===== config.mk =====
export PLATFORM = sky130hd
export DESIGN_NAME = fifo_reader
export DESIGN_NICKNAME = d
export VERILOG_FILES = /design/src/rtl/fifo_reader.sv
export SDC_FILE = /design/constraint.sdc
export NUM_CORES = 1
export LEC_CHECK = 0
export BUFFER_PORTS_ARGS = -buffer_cell sky130_fd_sc_hd__buf_4
export CORE_AREA = 2 2 39 41
export DETAILED_ROUTE_END_ITERATION = 12
export DIE_AREA = 0 0 41 43
export GPL_TIMING_DRIVEN = 0
export PLACE_DENSITY = 0.65
export SYNTH_ARGS = -nofsm -noshare
export SYNTH_HDL_FRONTEND = slang
export SYNTH_SLANG_ARGS = --single-unit

===== constraint.sdc =====
create_clock -name clk -period 3.2 [get_ports clk]
set_input_delay 0.32 -clock clk [delete_from_list [all_inputs] [get_ports clk]]
set_output_delay 0.32 -clock clk [all_outputs]
set_load 0.01 [all_outputs]

===== src/rtl/fifo_reader.sv =====
// rtl/fifo_reader.sv - FWFT FIFO drain into a 2-entry (out + skid) valid/ready stream.
// Optional delivery counter enabled by FIFO_READER_WORD_COUNT_EN.
module fifo_reader #(
  parameter type DATA_TYPE = logic [1:0],
  parameter int  CNT_BITS  = 16
) (
  input  logic                clk,
  input  logic                reset,
  input  logic                en,
  input  logic                fifo_empty,
  input  DATA_TYPE            fifo_rd_data,
  output logic                fifo_rd_en,
  output logic                out_valid,
  output DATA_TYPE            out_data,
  input  logic                out_ready,
  output logic [CNT_BITS-1:0] word_count
);

  typedef enum logic [1:0] {S0, S1, S2} state_t;

  state_t   state, state_nxt;
  DATA_TYPE skid;
  logic     pop, deliver;
  logic     load_out_fifo, load_out_skid, load_skid;

  always_ff @(posedge clk or posedge reset) begin
    if (reset) state <= S0;
    else       state <= state_nxt;
  end

  always_comb begin
    state_nxt     = state;
    load_out_fifo = 1'b0;
    load_out_skid = 1'b0;
    load_skid     = 1'b0;
    // Reset gates the pop strobe so the FIFO never loses a word while we are held clear.
    pop     = en & ~fifo_empty & (state != S2) & ~reset;
    deliver = (state != S0) & out_ready;
    case (state)
      S0: begin
        if (pop) begin
          state_nxt     = S1;
          load_out_fifo = 1'b1;
        end
      end
      S1: begin
        if (pop && deliver) begin
          load_out_fifo = 1'b1;
        end else if (pop) begin
          state_nxt = S2;
          load_skid = 1'b1;
        end else if (deliver) begin
          state_nxt = S0;
        end
      end
      S2: begin
        if (deliver) begin
          state_nxt     = S1;
          load_out_skid = 1'b1;
        end
      end
      default: state_nxt = S0;
    endcase
  end

  assign fifo_rd_en = pop;
  assign out_valid  = (state != S0);

  always_ff @(posedge clk or posedge reset) begin
    if (reset) begin
      out_data <= '0;
      skid     <= '0;
    end else begin
      if (load_out_fifo)      out_data <= fifo_rd_data;
      else if (load_out_skid) out_data <= skid;
      if (load_skid)          skid     <= fifo_rd_data;
    end
  end

`ifdef FIFO_READER_WORD_COUNT_EN
  always_ff @(posedge clk or posedge reset) begin
    if (reset)        word_count <= '0;
    else if (deliver) word_count <= word_count + 1'b1;
  end
`else
  assign word_count = '0;
`endif

endmodule

==> tab_implementation.tex <==
\begin{tabular}{lr}
\hline
Metric & Value \\
\hline
\multicolumn{2}{l}{\textbf{Outcome}} \\
\quad Status & completed \\
\multicolumn{2}{l}{\textbf{Route}} \\
\quad Detailed-route wire length on metal 1 & 272 um \\
\quad Met2 wirelength from detailed routing & 350 um \\
\quad DRC Markers & 0 \\
\quad Total number of vias & 322 \\
\quad DRT Wirelength & 701 um \\
\quad Wire length on met3 & 64 um \\
\quad WL/cell & 7.88 um \\
\quad Top layer reached by signal wires & met4 \\
\quad First-pass iteration count of the detailed router & 2 \\
\quad Initial DRC Count & 2 \\
\quad Number of nets still failing antenna checks after routing & 0 \\
\quad Vias per Instance & 3.62 \\
\multicolumn{2}{l}{\textbf{Worst setup path}} \\
\quad Signal arrival time at the worst endpoint & 1.22 ns \\
\quad Startpoint type of the worst setup path & flip-flop \\
\quad Sequence of cells on the critical path & or2b\_1, and2\_1, buf\_4 \\
\quad Maximum fanout encountered on the critical timing path & 6 \\
\quad Family of cells with the greatest summed delay on the critical path & flip-flops \\
\quad Crit-path slowest cell & sky130\_fd\_sc\_hd\_\_dfrtp\_1 \\
\quad Crit Path Category & flip-flop to output port \\
\quad Number of buffer and inverter stages on the critical path & 1 \\
\quad Critical path data required time & 2.88 ns \\
\quad Worst path max stage delay & 0.44 ns \\
\quad Kind of end point of the critical path & output port \\
\multicolumn{2}{l}{\textbf{Cells and area}} \\
\quad Area grow syn2layout & 38.5\% \\
\quad Layout cells sized above 1 & 46.6\% \\
\quad Fill cell count & 145 \\
\quad \# diodes & 0 \\
\quad Layout net count & 82 \\
\multicolumn{2}{l}{\textbf{Clocking}} \\
\quad Number of sinks driven by the clock tree & 6 \\
\quad Clock-pin transition on the worst setup and hold timing paths & 0.04 ns \\
\quad Post-CTS Hold Fix Bufs & 0 \\
\quad Clock tree from TritonCTS & yes \\
\quad Number of buffers created by CTS & 3 \\
\quad \# Post-CTS Setup Buffers & 0 \\
\quad Resized Gates After CTS & 0 \\
\quad Clock tree root buffer cell & sky130\_fd\_sc\_hd\_\_clkbuf\_4 \\
\quad Maximum number of buffers from clock root to sink & 2 \\
\quad Insertion delay of the later-clocked pin in the worst-skew pair & 0.23 ns \\
\quad H-tree Lvls & 1 \\
\multicolumn{2}{l}{\textbf{Place}} \\
\quad Final RePlAce weighted congestion & 0.642 \\
\quad Post-DP HPWL & 633 um \\
\quad Worst setup timing slack at the placement stage & 1.80 ns \\
\quad Quantity of I/O buffers inserted on ports & 10 \\
\multicolumn{2}{l}{\textbf{Power}} \\
\quad Pwr per Cell Area & 381 nW/um2 \\
\quad Max rail drop VDD & 0.000242 V \\
\quad Tot Pwr & 239 uW \\
\quad Leak Pwr & 0.000349 uW \\
\multicolumn{2}{l}{\textbf{Die}} \\
\quad Standard-cell row count & 14 \\
\quad Area enclosed by the die boundary & 1760 um2 \\
\quad Die height & 43 um \\
\quad Chip Width & 41 um \\
\quad Count of pins on the block boundary & 27 \\
\quad Starting density of the core & 32.6\% \\
\quad Area inside the core boundary & 1380 um2 \\
\multicolumn{2}{l}{\textbf{Timing}} \\
\quad Share of the clock period used by the worst path & 48.1\% \\
\quad Setup repair after global routing missed its margin & no \\
\quad Final count of negative-setup-slack endpoints & 0 \\
\quad Post-layout min period & 1.54 ns \\
\quad Aggregate negative setup slack & 0 ns \\
\quad Max Freq & 0.649 GHz \\
\quad Final count of hold timing violations & 0 \\
\quad Final max-slew violation count & 0 \\
\quad Final WS setup & 1.66 ns \\
\quad Skew final & 0.000743 ns \\
\multicolumn{2}{l}{\textbf{Logic synthesis}} \\
\quad Most common cell in the netlist & sky130\_fd\_sc\_hd\_\_buf\_4 \\
\quad Top cell type's share of synthesized area & 33.2\% \\
\quad Post-synth ARST share & 100\% \\
\quad Top cell type by total area after synthesis & sky130\_fd\_sc\_hd\_\_dfrtp\_1 \\
\quad Top FF cell, synth & sky130\_fd\_sc\_hd\_\_dfrtp\_1 \\
\quad Synth cell types & 20 \\
\quad Synthesized flop and latch total & 6 \\
\quad Number of warnings reported in the yosys synthesis log & 0 \\
\quad Leading post-synthesis cells by instance count & sky130\_fd\_sc\_hd\_\_buf\_4 (16), sky130\_fd\_sc\_hd\_\_dfrtp\_1 (6), sky130\_fd\_sc\_hd\_\_and2\_1 (3) \\
\quad Main area contributors after synthesis & sky130\_fd\_sc\_hd\_\_dfrtp\_1 (33\%), sky130\_fd\_sc\_hd\_\_buf\_4 (27\%), sky130\_fd\_sc\_hd\_\_nor4b\_4 (5.3\%) \\
\quad Mapped Cells & 45 \\
\quad Mean instance size in the synthesized netlist & 10.0 um2 \\
\quad Seq/Total Area, Yosys & 33.2\% \\
\quad Number of flops mapped to enable cells by yosys & 0 \\
\quad Mapped cell area & 452 um2 \\
\multicolumn{2}{l}{\textbf{Min path}} \\
\quad Path class of the lowest-slack min-delay path & primary input to asynchronous set/reset pin \\
\multicolumn{2}{l}{\textbf{GRT}} \\
\quad First-pass GRT wire length & 1.18 mm \\
\quad Vias in the first global route & 283 \\
\quad Initial antenna violation count & 0 \\
\quad Grt total ovfl & 0 \\
\quad GRT Util Overall & 10.7\% \\
\quad Maximum number of pins on one net before global-route repair & 7 \\
\multicolumn{2}{l}{\textbf{Flow run}} \\
\quad Max-cap violation count & 0 \\
\hline
\end{tabular}
state kept, by name (all words and copies together) (netlist names):
register and cells:
out_data 2, skid 2, state 2
stage by stage:
stage	utilization [%]	hold slack (ns)	area, um2	cells
5_1_grt	45.2	0.0311	626	89
4_1_cts	45.2	0.0177	626	89
6_report	45.2	0.0227	626	89
3_5_place_dp	43.6	0.276	603	86
2_1_floorplan	-	0.111	508	60
3_3_place_gp	43.6	0.274	603	86
worst paths after layout:
kind,startpoint,end,slack (ns),cells after the start
max,state[1],fifo_rd_en,1.66,3
min,reset,state[0],0.02,2
max reg2reg,state[1],out_data[0],1.80,3
min reg2reg,skid[1],skid[1],0.48,1
max in group asynchronous,reset,out_data[1],3.00,2
min in group clk,fifo_rd_data[0],skid[0],0.32,2
routing by layer:
metal / vias up / global-route usage [%]
li1: 177 / -
met5: - / 0
met3: 2 / 3.66
met2: 18 / 14.1
met4: 0 / 12.0
met1: 125 / 11.9
final cells by class:
type                    count  area (um2)  area share [%]
plain buffers              16         120            19.2
clock buffers               3        22.5            3.60
inverters                   1        3.75           0.600
multi-input cells          37         234            37.4
flip-flops and latches      6         150            24.0
well taps                  16        20.0            3.20
repair buffers             10        75.1            12.0
report_power, final:
group	internal [uW]	leakage (uW)	switching, uW
combinational	43.4	0.000258	31.3
sequential	91.6	0.0000775	7.91
clock	42.1	0.0000138	22.4
layout by cell type (no fill, tap or decap):
cell type / Yosys / layout
sky130_fd_sc_hd__buf_4: 16 / 26
sky130_fd_sc_hd__conb_1: 1 / 16
sky130_fd_sc_hd__dfrtp_1: 6 / 6
sky130_fd_sc_hd__and2_1: 3 / 3
sky130_fd_sc_hd__clkbuf_4: 0 / 3
sky130_fd_sc_hd__a21oi_1: 2 / 2
sky130_fd_sc_hd__mux2_1: 2 / 2
sky130_fd_sc_hd__a221o_1: 2 / 2
sky130_fd_sc_hd__or2b_1: 1 / 1
sky130_fd_sc_hd__nor2b_1: 1 / 1
sky130_fd_sc_hd__nor4b_4: 1 / 1
sky130_fd_sc_hd__nand2_2: 1 / 1
sky130_fd_sc_hd__o21ai_0: 1 / 1
sky130_fd_sc_hd__nor3b_1: 1 / 1
sky130_fd_sc_hd__mux2i_1: 1 / 1
sky130_fd_sc_hd__o22ai_1: 1 / 1
sky130_fd_sc_hd__nand2b_1: 1 / 1
sky130_fd_sc_hd__and2_2: 1 / 1
sky130_fd_sc_hd__and3b_2: 1 / 1
sky130_fd_sc_hd__or2_2: 1 / 1
sky130_fd_sc_hd__inv_1: 1 / 1
cell families (layout without fill, tap and decap cells):
logic type | count (synthesis) | in the layout | synth area share, %
DFF | 6 | 6 | 33.2
muxes | 3 | 3 | 7.20
and+or+nand+nor | 12 | 12 | 22.2
other | 1 | 16 | 0.830
AOI/OAI and AO/OA | 6 | 6 | 9.14
buffers and inverters | 17 | 30 | 27.4
Note: power is estimated with default switching activity, not from simulation.
